<file path="src/rtl/step_pulse_gen.sv">
// step_pulse_gen: single-step button conditioner producing step strobes
// for the core (debounce, auto-repeat, free-run) plus a pulse tally.
module step_pulse_gen #(
  parameter int DEBOUNCE_CYCLES = 500000,
  parameter int HOLD_CYCLES     = 50000000,
  parameter int REPEAT_CYCLES   = 10000000,
  parameter int RUN_CYCLES      = 25000000
) (
  input  logic        clk,
  input  logic        rst,
  input  logic        button,
  input  logic        run_mode,
  output logic        step_pulse,
  output logic        btn_level,
  output logic [15:0] step_count
);

  localparam int MAX_DH =
    (DEBOUNCE_CYCLES > HOLD_CYCLES) ?
    DEBOUNCE_CYCLES : HOLD_CYCLES;
  localparam int MAX_RR =
    (REPEAT_CYCLES > RUN_CYCLES) ?
    REPEAT_CYCLES : RUN_CYCLES;
  localparam int MAX_P =
    (MAX_DH > MAX_RR) ? MAX_DH : MAX_RR;

  localparam int CW =
    (MAX_P > 1) ? $clog2(MAX_P) : 1;
  localparam int RW =
    (RUN_CYCLES > 1) ? $clog2(RUN_CYCLES) : 1;

  localparam logic [CW-1:0] DEB_LAST =
    CW'(DEBOUNCE_CYCLES - 1);
  localparam logic [CW-1:0] HOLD_LAST =
    CW'(HOLD_CYCLES - 1);
  localparam logic [CW-1:0] REP_LAST =
    CW'(REPEAT_CYCLES - 1);
  localparam logic [RW-1:0] RUN_LAST =
    RW'(RUN_CYCLES - 1);

  typedef enum logic [2:0] {
    IDLE,
    DEB_PRESS,
    HELD,
    REPEAT,
    DEB_RELEASE
  } state_t;

  logic [1:0]    b_sync;
  logic [1:0]    r_sync;
  logic          b_s;
  logic          r_s;
  state_t        state;
  logic [CW-1:0] cnt;
  logic [RW-1:0] run_cnt;
  logic          press;
  logic          run_wrap;
  logic          pulse_d;

  always_ff @(posedge clk or negedge rst) begin
    if (!rst) begin
      b_sync <= '0;
      r_sync <= '0;
    end else begin
      b_sync <= {b_sync[0], button};
      r_sync <= {r_sync[0], run_mode};
    end
  end

  assign b_s = b_sync[1];
  assign r_s = r_sync[1];

  // Pulse decision taken on the same edge the FSM acts on it.
  always_comb begin
    press = 1'b0;
    unique case (state)
      DEB_PRESS:
        press = b_s && (cnt == DEB_LAST);
      HELD:
        press = b_s && (cnt == HOLD_LAST);
      REPEAT:
        press = b_s && (cnt == REP_LAST);
      default:
        press = 1'b0;
    endcase
  end

  always_ff @(posedge clk or negedge rst) begin
    if (!rst) begin
      state     <= IDLE;
      cnt       <= '0;
      btn_level <= 1'b0;
    end else begin
      unique case (state)
        IDLE: begin
          if (b_s) begin
            state <= DEB_PRESS;
            cnt   <= '0;
          end
        end
        DEB_PRESS: begin
          if (!b_s) begin
            state <= IDLE;
          end else if (cnt == DEB_LAST) begin
            state     <= HELD;
            cnt       <= '0;
            btn_level <= 1'b1;
          end else begin
            cnt <= cnt + 1'b1;
          end
        end
        HELD: begin
          if (!b_s) begin
            state <= DEB_RELEASE;
            cnt   <= '0;
          end else if (cnt == HOLD_LAST) begin
            state <= REPEAT;
            cnt   <= '0;
          end else begin
            cnt <= cnt + 1'b1;
          end
        end
        REPEAT: begin
          if (!b_s) begin
            state <= DEB_RELEASE;
            cnt   <= '0;
          end else if (cnt == REP_LAST) begin
            cnt <= '0;
          end else begin
            cnt <= cnt + 1'b1;
          end
        end
        DEB_RELEASE: begin
          // A release bounce counts as still held.
          if (b_s) begin
            state <= HELD;
            cnt   <= '0;
          end else if (cnt == DEB_LAST) begin
            state     <= IDLE;
            btn_level <= 1'b0;
          end else begin
            cnt <= cnt + 1'b1;
          end
        end
        default: begin
          state <= IDLE;
          cnt   <= '0;
        end
      endcase
    end
  end

  assign run_wrap = (run_cnt == RUN_LAST);
  assign pulse_d  = r_s ? run_wrap : press;

  always_ff @(posedge clk or negedge rst) begin
    if (!rst) begin
      run_cnt <= '0;
    end else if (!r_s || run_wrap) begin
      run_cnt <= '0;
    end else begin
      run_cnt <= run_cnt + 1'b1;
    end
  end

  always_ff @(posedge clk or negedge rst) begin
    if (!rst) begin
      step_pulse <= 1'b0;
      step_count <= '0;
    end else begin
      step_pulse <= pulse_d;
      if (step_pulse) begin
        step_count <= step_count + 16'd1;
      end
    end
  end

endmodule

</file>
<file path="config.mk">
export PLATFORM = sky130hd
export DESIGN_NAME = step_pulse_gen
export DESIGN_NICKNAME = d
export VERILOG_FILES = /design/src/rtl/step_pulse_gen.sv
export SDC_FILE = /design/constraint.sdc
export NUM_CORES = 1
export LEC_CHECK = 0
export CAP_MARGIN = 25
export CORE_ASPECT_RATIO = 0.9
export CORE_MARGIN = 5
export CORE_UTILIZATION = 55
export CTS_CLUSTER_DIAMETER = 50
export DETAILED_ROUTE_END_ITERATION = 16
export GPL_ROUTABILITY_DRIVEN = 1
export GPL_TIMING_DRIVEN = 0
export MAX_ROUTING_LAYER = met4
export PLACE_DENSITY = 0.83
export SLEW_MARGIN = 20
export SYNTH_ARGS = -nofsm -noshare
export SYNTH_HDL_FRONTEND = slang
export SYNTH_SLANG_ARGS = --single-unit
</file>
<file path="constraint.sdc">
create_clock -name clk -period 2.4 [get_ports clk]
set_input_delay 0.72 -clock clk [delete_from_list [all_inputs] [get_ports clk]]
set_output_delay 0.72 -clock clk [all_outputs]
set_load 0.02 [all_outputs]
</file>
==> results of run 1 <==
critical path, cell delays in order, from the launching register on:
cell      delay (ps)
dfrtp_1          420
ha_1             230
and4_2           290
nand4_2          150
o311ai_4         130
a21boi_4         420
o21ai_4          110
buf_12           160
o311ai_1         280
per-layer routing:
layer  global-route usage  wire, um  vias up  share of wire
li1                     -         -     1609              -
met1                0.296      4240     1650           0.45
met2                0.306      4170      176           0.44
met3               0.0513       811       24          0.086
met4               0.0741       218        0          0.023
met5                    -         0        -              0
worst min-delay path by stage:
stage                                   start                    endpoint  slack, ps  depth (start not counted)
after floorplan           b_sync[0]$_DFF_PN0_         b_sync[1]$_DFF_PN0_        330                          0
after global placement    r_sync[0]$_DFF_PN0_         r_sync[1]$_DFF_PN0_        330                          0
after detailed placement  r_sync[0]$_DFF_PN0_         r_sync[1]$_DFF_PN0_        340                          0
after CTS                                 rst  step_count[15]$_DFFE_PN0P_        280                          1
after global routing                      rst  step_count[15]$_DFFE_PN0P_        300                          1
final                                     rst  step_count[15]$_DFFE_PN0P_        280                          1
cell type report:
| class | count | area [sq um] | share of cell area |
|---|---|---|---|
| plain buffers | 15 | 91.3 | 0.0193 |
| inverters | 6 | 22.5 | 0.00475 |
| clock buffers | 9 | 124 | 0.0261 |
| well taps | 93 | 116 | 0.0246 |
| clock inverters | 7 | 123 | 0.0259 |
| repair buffers | 28 | 293 | 0.0618 |
| multi-input cells | 325 | 2070 | 0.436 |
| flip-flops and latches | 76 | 1900 | 0.401 |
state kept, by name, summed over array words and instances (netlist names):
signal	cells
run_cnt	25
b_sync	2
btn_level	1
state	3
r_sync	2
cnt	26
step_count	16
step_pulse	1
power groups by stage:
stage                     clock [mW]  sequential, mW  combinational [mW]
after floorplan                    0            1.35              0.0608
after global placement             0            1.35               0.107
after detailed placement           0            1.36               0.117
after CTS                       1.22            1.33               0.119
after global routing            1.28            1.34               0.142
final                           1.20            1.33               0.126
Yosys cell counts (all sizes together) (2+ instances only):
cell type,number,area share
a21oi,14,0.017
and3,11,0.017
xnor2,14,0.030
nand4,20,0.033
nor4,7,0.016
nand3,24,0.030
nor3,19,0.026
inv,6,0.0056
nor2b,3,0.0047
o211ai,15,0.028
and2,4,0.0062
or4,2,0.0047
nor4b,6,0.013
o22ai,4,0.0062
and4,5,0.011
dfrtp,76,0.47
o311ai,7,0.020
a21boi,2,0.0065
nor3b,2,0.0050
nand2b,2,0.0031
buf,13,0.020
ha,3,0.0093
nor2,44,0.043
or3,4,0.0062
nand2,58,0.055
clkbuf,3,0.0028
o21ai,18,0.025
xor2,24,0.052
kinds of logic after synthesis:
logic type | synth area share
buffers and inverters | 0.0286
xor gates and xnor gates | 0.0826
AOI/OAI and AO/OA | 0.125
muxes | 0.00279
and+or+nand+nor | 0.280
DFF | 0.472
adders and majority gates | 0.00932
what timing repair did:
| item | in CTS | in global routing |
|---|---|---|
| endpoints found under the hold margin | 0 | 0 |
| pin swaps | 1 | 5 |
| setup endpoints to repair | 3 | 46 |
| resized for setup | 1 | 7 |
| gates cloned | 0 | 1 |
| setup buffers | 0 | 6 |
==> run summary, run 1 <==
total negative slack = 0 ps
total grt overflow = 0
fillers = 537
GPL Wtd Cong = 0.987
Core ar. = 7080 sq um
Top FF cell, synth = dfrtp_1
fin crit share = 0.968
Cell Pwr Density = 561 nW/um^2
Sw Ratio = 0.232
Min-Delay Path Class = input pin to async pin
Post-DP Area = 4380 sq um
die width = 100 um
TritonCTS clock tree = yes
most common cell after layout, fill and taps aside = dfrtp_1
final WL = 9440 um
startpoint types = register
TritonCTS buffer count = 9
depth of the most critical reg-to-reg path = 8
CP Class = register to register
Routed WL per cell = 16.9 um
Syn Area/Cell = 9.55 sq um
first-pass GRT wire length = 15300 um
Vias/cell = 6.19
dpl hpwl = 6210 um
hold slack = 282 ps
ant diodes = 0
FF-to-FF setup slack = 80 ps
final setup vio count = 0
P_sw = 0.617 mW
Comb pwr share = 0.048
Worst Skew = 11.3 ps
Initial Utilization = 0.569
htree depth = 3
Slew Viols, Final = 0
utilization after layout = 0.670
most frequent cells in the layout = dfrtp_1, nand2_1, nor2_1
final hold vios = 0
post-place setup slack = -16.3 ps
fraction of layout cells with a size suffix above 1 = 0.127
EDFF count, synth = 0
Leak = 1.95 nW
cell area after layout = 4740 sq um
vias in the first global route = 3171
Max-cap violations = 0
library cells used by synthesis = 53
IO Pins = 22
total of warnings raised by yosys = 0
status = finished clean
fmax = 431 MHz
Port-buffer cells = 21
crit path to = cnt[5]$_DFFE_PN0P_
CP arrival = 2560 ps
Clock power frac = 0.452
Mapped Nets = 429
minimum clock period = 2320 ps
largest net degree at the start of global routing = 50
Worst-path clk slew = 90 ps
Post-synth ARST share = 1.00
final setup margin = 77.5 ps
clock root cell = clkbuf_8
fin nets = 468
Int Pwr = 2.04 mW
VDD IR max = 280 uV
post-detailed-route count of antenna-violating nets = 0
Mapped Area = 4030 sq um
Initial DRT Pass Iterations = 6
r2r endpoint = cnt[5]$_DFFE_PN0P_
cell total after placement = 537
Syn Inst Count = 422
# rows = 29
Design Power = 2.66 mW
CP endpoint kind = register
Layout area overhead = 17.6%
die area = 9140 sq um
Clk Latency, worst-skew pair = 350 ps
Finished Layout Cells = 559
sequential-to-total area share from yosys stat = 0.472
flops & latches, synth = 76
crit path max fanout = 10
R2R Path Start = cnt[0]$_DFFE_PN0P_
vias = 3459
# DRC = 0
Chip Height = 91.2 um
Worst Path Required = 2640 ps
GRT Overall Usage = 0.213
Worst Tran Pin Value = 691 ps
Rel. slew slack = 0.536
initial antenna violation count = 0
Critical path origin = cnt[0]$_DFFE_PN0P_
# clock sinks = 76
CTS Buffer Depth = 2
Reg power frac = 0.501
cts hold-fix bufs = 0
Iter 0 DRT Violations = 264
(Power assumes the default switching activity.)
==> run 2, diff against run 1 <==
--- a/config.mk
+++ b/config.mk
@@ -8,13 +8,13 @@
 export CAP_MARGIN = 25
 export CORE_ASPECT_RATIO = 0.9
 export CORE_MARGIN = 5
-export CORE_UTILIZATION = 55
+export CORE_UTILIZATION = 60
 export CTS_CLUSTER_DIAMETER = 50
 export DETAILED_ROUTE_END_ITERATION = 16
 export GPL_ROUTABILITY_DRIVEN = 1
 export GPL_TIMING_DRIVEN = 0
 export MAX_ROUTING_LAYER = met4
-export PLACE_DENSITY = 0.83
+export PLACE_DENSITY = 0.89
 export SLEW_MARGIN = 20
 export SYNTH_ARGS = -nofsm -noshare
 export SYNTH_HDL_FRONTEND = slang
==> run summary, run 2 (synthesis gave the netlist of run 1 again) <==
Rel. slew slack = 0.578 (was 0.536)
cts hold-fix bufs = 0 (unchanged)
Min-Delay Path Class = input pin to async pin (unchanged)
r2r endpoint = cnt[19]$_DFFE_PN0P_ (was cnt[5]$_DFFE_PN0P_)
Critical path origin = cnt[7]$_DFFE_PN0P_ (was cnt[0]$_DFFE_PN0P_)
die width = 96.4 um (was 100 um)
Worst Tran Pin Value = 628 ps (was 691 ps)
minimum clock period = 2340 ps (was 2320 ps)
Core ar. = 6550 sq um (was 7080 sq um)
cell area after layout = 4680 sq um (was 4740 sq um)
Max-cap violations = 0 (unchanged)
# clock sinks = 76 (unchanged)
area taken by multi-input logic gates = 2080 sq um (was 2070 sq um)
startpoint types = register (unchanged)
clock root cell = clkbuf_8 (unchanged)
ant diodes = 0 (unchanged)
Cell Pwr Density = 505 nW/um^2 (was 561 nW/um^2)
most common cell after layout, fill and taps aside = dfrtp_1 (unchanged)
TritonCTS clock tree = yes (unchanged)
Port-buffer cells = 21 (unchanged)
Leak = 1.92 nW (was 1.95 nW)
Worst-path clk slew = 90 ps (about the same)
die area = 8460 sq um (was 9140 sq um)
total grt overflow = 0 (unchanged)
critical path's largest stage delay = 360 ps (was 420 ps)
htree depth = 3 (unchanged)
hold slack = 291 ps (was 282 ps)
CP endpoint kind = register (unchanged)
post-place setup slack = -1.74 ps (was -16.3 ps)
vias in the first global route = 3242 (was 3171)
worst path cell trace = buf_2, nor4_2, nand4_1, o31ai_2, buf_4, buf_4, nor3_1, o22ai_1, o21ai_1 (was ha_1, and4_2, nand4_2, o311ai_4, a21boi_4, o21ai_4, buf_12, o311ai_1)
Routed WL per cell = 17.0 um (was 16.9 um)
Initial Utilization = 0.615 (was 0.569)
crit path max fanout = 10 (unchanged)
crit-path most repeated cell = buf_4
depth of the most critical reg-to-reg path = 9 (was 8)
IO Pins = 22 (unchanged)
Iter 0 DRT Violations = 341 (was 264)
R2R Path Start = cnt[7]$_DFFE_PN0P_ (was cnt[0]$_DFFE_PN0P_)
slowest CP cell = dfrtp_1 (unchanged)
Top Family by Delay on Critical Path = buffers and inverters (was compound AO/OA/AOI/OAI gates)
number of flip-flops in the largest register = 26 (unchanged)
Largest regs = cnt: 26 flops, run_cnt: 25 flops, step_count: 16 flops (unchanged)
# rows = 28 (was 29)
Clk Latency, worst-skew pair = 350 ps (about the same)
fmax = 428 MHz (was 431 MHz)
VDD IR max = 313 uV (was 280 uV)
initial antenna violation count = 0 (unchanged)
Worst Skew = 10.1 ps (was 11.3 ps)
final setup vio count = 0 (unchanged)
Worst Path Buf+Inv = 3 (was 1)
fin crit share = 0.975 (was 0.968)
first-pass GRT wire length = 15500 um (was 15300 um)
Worst Path Required = 2630 ps (was 2640 ps)
final WL = 9470 um (was 9440 um)
post-detailed-route count of antenna-violating nets = 0 (unchanged)
fraction of layout cells with a size suffix above 1 = 0.129 (was 0.127)
Initial DRT Pass Iterations = 6 (unchanged)
TritonCTS buffer count = 9 (unchanged)
GRT Overall Usage = 0.241 (was 0.213)
most frequent cells in the layout = dfrtp_1, nand2_1, nor2_1 (unchanged)
CP Class = register to register (unchanged)
final hold vios = 0 (unchanged)
FF-to-FF setup slack = 60 ps (was 80 ps)
status = finished clean (unchanged)
vias = 3530 (was 3459)
Top reg by flops = cnt (unchanged)
Vias/cell = 6.35 (was 6.19)
final setup margin = 60.8 ps (was 77.5 ps)
# DRC = 0 (unchanged)
CP arrival = 2570 ps (was 2560 ps)
Chip Height = 87.7 um (was 91.2 um)
fillers = 472 (was 537)
Post-DP Area = 4380 sq um (about the same)
GPL Wtd Cong = 0.984 (was 0.987)
storage element area = 1900 sq um (unchanged)
fin nets = 468 (unchanged)
Layout area overhead = 16.1% (was 17.6%)
CTS Buffer Depth = 2 (unchanged)
dpl hpwl = 6410 um (was 6210 um)
largest net degree at the start of global routing = 47 (was 50)
Slew Viols, Final = 0 (unchanged)
run 2: changes by cell type in the layout (fill, tap and decap cells not counted):
cell	delta
and4_4	+1
a21boi_2	+1
nor4b_1	-1
bufinv_16	-3
o311ai_2	-1
o311ai_1	+1
nand3_2	+1
nor4b_4	+1
inv_6	+1
o32ai_2	-1
clkinv_4	+2
and4_2	-1
nand3_1	-1
run 2: worst max path at each step:
stage          cells past startpoint  slack, ps                   to
2_1_floorplan                      8        300   cnt[9]$_DFFE_PN0P_
3_3_place_gp                       1      -1940   cnt[1]$_DFFE_PN0P_
3_5_place_dp                       8         -2  cnt[24]$_DFFE_PN0P_
4_1_cts                            7          6   cnt[5]$_DFFE_PN0P_
5_1_grt                            8        -60  cnt[24]$_DFFE_PN0P_
6_report                           9         60  cnt[19]$_DFFE_PN0P_
run 2: power by group:
part / switching [mW] / total [mW] / internal, mW / leakage, nW
Sequential: 0.0318 / 1.33 / 1.30 / 1.05
Clock: 0.516 / 0.906 / 0.389 / 0.0868
Combinational: 0.0817 / 0.126 / 0.0440 / 0.786
run 2: routing by layer:
metal  vias to the layer above  share of wire  GRT usage
met4                         0          0.033     0.0917
li1                       1605              -          -
met3                        42          0.081     0.0490
met5                         -              0          -
met1                      1700           0.44      0.326
met2                       183           0.45      0.359
run 2: final cells by class:
class	count	share of cell area
Clock inverter	7	0.0126
Inverter	6	0.00481
Buffer	15	0.0195
Sequential cell	76	0.406
Tap cell	90	0.0241
Timing Repair Buffer	28	0.0626
Multi-Input combinational cell	325	0.444
Clock buffer	9	0.0265
run 2: metrics by stage:
step                      power (mW)  setup TNS (ps)   util  std cells
after global routing            2.46            -385  0.714        556
final                           2.36               0  0.714        556
after floorplan                 1.41               0      -        422
after CTS                       2.37               0  0.699        550
after detailed placement        1.47           -1.74  0.668        534
after global placement          1.46         -147100  0.664        533
run 2: what timing repair did:
item                                    in CTS  in global routing
buffers inserted                             0                  6
cloned                                       0                  1
endpoints found under the setup margin       5                 45
resized for setup                            2                  9
pin swaps                                    1                  5
==> run 3, diff against run 2 <==
--- a/config.mk
+++ b/config.mk
@@ -5,16 +5,17 @@
 export SDC_FILE = /design/constraint.sdc
 export NUM_CORES = 1
 export LEC_CHECK = 0
+export ABC_AREA = 1
 export CAP_MARGIN = 25
 export CORE_ASPECT_RATIO = 0.9
 export CORE_MARGIN = 5
-export CORE_UTILIZATION = 60
+export CORE_UTILIZATION = 61
 export CTS_CLUSTER_DIAMETER = 50
 export DETAILED_ROUTE_END_ITERATION = 16
 export GPL_ROUTABILITY_DRIVEN = 1
 export GPL_TIMING_DRIVEN = 0
 export MAX_ROUTING_LAYER = met4
-export PLACE_DENSITY = 0.89
+export PLACE_DENSITY = 0.9
 export SLEW_MARGIN = 20
 export SYNTH_ARGS = -nofsm -noshare
 export SYNTH_HDL_FRONTEND = slang
==> run summary, run 3 <==
post-place setup slack = 210 ps (was -1.74 ps)
# clock sinks = 76 (unchanged)
Syn Inst Count = 621 (was 422)
Worst Path Required = 1680 ps (was 2630 ps)
CP Class = register to output port (was register to register)
Post-synth ARST share = 1.00 (unchanged)
Clk Latency, worst-skew pair = 360 ps (was 350 ps)
critical path's largest stage delay = 640 ps (was 360 ps)
die area = 9240 sq um (was 8460 sq um)
die width = 101 um (was 96.4 um)
library cells used by synthesis = 32 (was 53)
fin nets = 661 (was 468)
# rows = 29 (was 28)
Reg power frac = 0.450 (was 0.564)
number of flip-flops in the largest register = 26 (unchanged)
Largest regs = cnt: 26 flops, run_cnt: 25 flops, step_count: 16 flops (unchanged)
Max-cap violations = 0 (unchanged)
GPL Wtd Cong = 1.01 (was 0.984)
crit path max fanout = 4 (was 10)
Chip Height = 91.7 um (was 87.7 um)
most common cell after layout, fill and taps aside = nand2_1 (was dfrtp_1)
Mapped Area = 4530 sq um (was 4030 sq um)
final setup margin = 251 ps (was 60.8 ps)
ant diodes = 0 (unchanged)
Comb pwr share = 0.260 (was 0.053)
first-pass GRT wire length = 18700 um (was 15500 um)
EDFF count, synth = 0 (unchanged)
most common cell in the synthesized netlist = nand2_1 (was dfrtp_1)
Worst-path clk slew = 90 ps (about the same)
RSZ-0062 raised after global routing = no
Routed WL per cell = 14.3 um (was 17.0 um)
Leak = 2.22 nW (was 1.92 nW)
P_sw = 1.11 mW (was 0.630 mW)
Initial DRT Pass Iterations = 5 (was 6)
htree depth = 3 (unchanged)
largest net degree at the start of global routing = 50 (was 47)
vias in the first global route = 4036 (was 3242)
cts hold-fix bufs = 0 (unchanged)
fin crit share = 0.895 (was 0.975)
Int Pwr = 1.95 mW (was 1.73 mW)
Commonest cells post-synth = nand2_1, nor2_1, dfrtp_1, inv_1, nand3_1 (was dfrtp_1, nand2_1, nor2_1)
Worst Path Buf+Inv = 1 (was 3)
VDD IR max = 335 uV (was 313 uV)
CP arrival = 1430 ps (was 2570 ps)
GRT Overall Usage = 0.258 (was 0.241)
most frequent cells in the layout = nand2_1, nor2_1, inv_1, dfrtp_1, nand3_1 (was dfrtp_1, nand2_1, nor2_1)
post-synth top area cell = dfrtp_1 (unchanged)
total grt overflow = 0 (unchanged)
vias = 4153 (was 3530)
FF-to-FF setup slack = 270 ps (was 60 ps)
sequential-to-total area share from yosys stat = 0.420 (was 0.472)
final WL = 10800 um (was 9470 um)
initial antenna violation count = 0 (unchanged)
worst path cell trace = clkdlybuf4s50_1 (was buf_2, nor4_2, nand4_1, o31ai_2, buf_4, buf_4, nor3_1, o22ai_1, o21ai_1)
Min-Delay Path Class = input pin to async pin (unchanged)
Top reg by flops = cnt (unchanged)
Port-buffer cells = 21 (unchanged)
CP endpoint kind = output port (was register)
post-detailed-route count of antenna-violating nets = 0 (unchanged)
IO Pins = 22 (unchanged)
Layout area overhead = 11.6% (was 16.1%)
Top FF cell, synth = dfrtp_1 (unchanged)
Worst Skew = 8.20 ps (was 10.1 ps)
Worst Tran Pin Value = 457 ps (was 628 ps)
slowest CP cell = clkdlybuf4s50_1 (was dfrtp_1)
flops & latches, synth = 76 (unchanged)
Rel. slew slack = 0.693 (was 0.578)
Top Family by Delay on Critical Path = buffers and inverters (unchanged)
Clock power frac = 0.290 (was 0.383)
clock root cell = clkbuf_8 (unchanged)
dpl hpwl = 8170 um (was 6410 um)
Slew Viols, Final = 0 (unchanged)
Core ar. = 7150 sq um (was 6550 sq um)
Syn Area/Cell = 7.29 sq um (was 9.55 sq um)
final setup vio count = 0 (unchanged)
startpoint types = register (unchanged)
TritonCTS clock tree = yes (unchanged)
fraction of layout cells with a size suffix above 1 = 0.0683 (was 0.129)
# DRC = 0 (unchanged)
CTS Buffer Depth = 2 (unchanged)
Cell Pwr Density = 607 nW/um^2 (was 505 nW/um^2)
final hold vios = 0 (unchanged)
Sw Ratio = 0.364 (was 0.266)
TritonCTS buffer count = 9 (unchanged)
most area-consuming cells after synthesis = dfrtp_1, nand2_1, nor2_1 (was dfrtp_1, nand2_1, xor2_1)
total of warnings raised by yosys = 0 (unchanged)
fmax = 465 MHz (was 428 MHz)
total negative slack = 0 ps (unchanged)
status = finished clean (unchanged)
Iter 0 DRT Violations = 312 (was 341)
Mapped Nets = 628 (was 429)
Vias/cell = 5.52 (was 6.35)
minimum clock period = 2150 ps (was 2340 ps)
Initial Utilization = 0.633 (was 0.615)
Synth top area share = 0.420 (was 0.472)
## run 3: cell count changes in the layout (fill, tap and decap cells not counted), sizes merged, moves of 5 or more
cell	previous run	this run
nand2	58	175
inv	9	80
nor2	44	114
nand3	24	40
o211ai	15	0
buf	21	9
and3	11	0
a21oi	14	7
o311ai	7	0
nor4b	6	0
and4	5	0
nor3	19	24
## run 3: repair_timing
item                       4_1_cts  5_1_grt
buffers inserted                 0        0
setup endpoints to repair        0       20
gates resized for setup          0        1
## run 3: metal layers
layer  vias up  global-route usage  wire (um)
met5         -                   -          0
met4         0              0.0696        114
met2       161               0.389       5070
met1      1954               0.353       4830
met3        14              0.0546        758
li1       2024                   -          -
## run 3: final cells by class
type                            count  area [sq um]
Inverter                           79           302
Multi-Input combinational cell    459          2260
Clock inverter                      5          37.5
Sequential cell                    76          1900
Tap cell                           93           116
Timing Repair Buffer               22           235
Fill cell                         587          2100
Clock buffer                       11           131
Buffer                              7          63.8
## run 3: metrics by stage
| step | cells | power (mW) | hold WS (ps) | instance area, sq um | utilization |
|---|---|---|---|---|---|
| after global routing | 752 | 3.21 | 293 | 5050 | 0.706 |
| final | 752 | 3.06 | 270 | 5050 | 0.706 |
| after detailed placement | 736 | 2.18 | 345 | 4880 | 0.682 |
| after floorplan | 621 | 1.95 | 331 | 4530 | - |
| after global placement | 735 | 2.14 | 346 | 4850 | 0.679 |
| after CTS | 752 | 3.06 | 277 | 5050 | 0.706 |
## run 3: path summary, 6_finish.rpt
kind,from,to,cells after the start
hold reg to reg,b_sync[0]$_DFF_PN0_,b_sync[1]$_DFF_PN0_,0
max in group asynchronous,rst,run_cnt[21]$_DFF_PN0_,2
setup reg to reg,run_cnt[0]$_DFF_PN0_,run_cnt[16]$_DFF_PN0_,9
setup / recovery,step_count[0]$_DFFE_PN0P_,step_count[0],1
min in group clk,b_sync[0]$_DFF_PN0_,b_sync[1]$_DFF_PN0_,0
hold / removal,rst,cnt[18]$_DFFE_PN0P_,1
## run 3: cell families (layout without fill, tap and decap cells)
logic type,after synthesis,count (layout),synth area share
buffers and inverters,86,124,0.0807
DFF,76,76,0.420
AOI/OAI and AO/OA,35,35,0.0420
xor gates and xnor gates,34,34,0.0658
adders and majority gates,3,3,0.00830
and+or+nand+nor,387,387,0.383
## run 3: power by group through the flow
stage | combinational (mW) | sequential (mW) | clock (mW)
floorplan | 0.566 | 1.39 | 0
global placement | 0.743 | 1.40 | 0
detailed placement | 0.778 | 1.40 | 0
CTS | 0.781 | 1.38 | 0.904
global route | 0.876 | 1.39 | 0.952
finish | 0.796 | 1.38 | 0.889
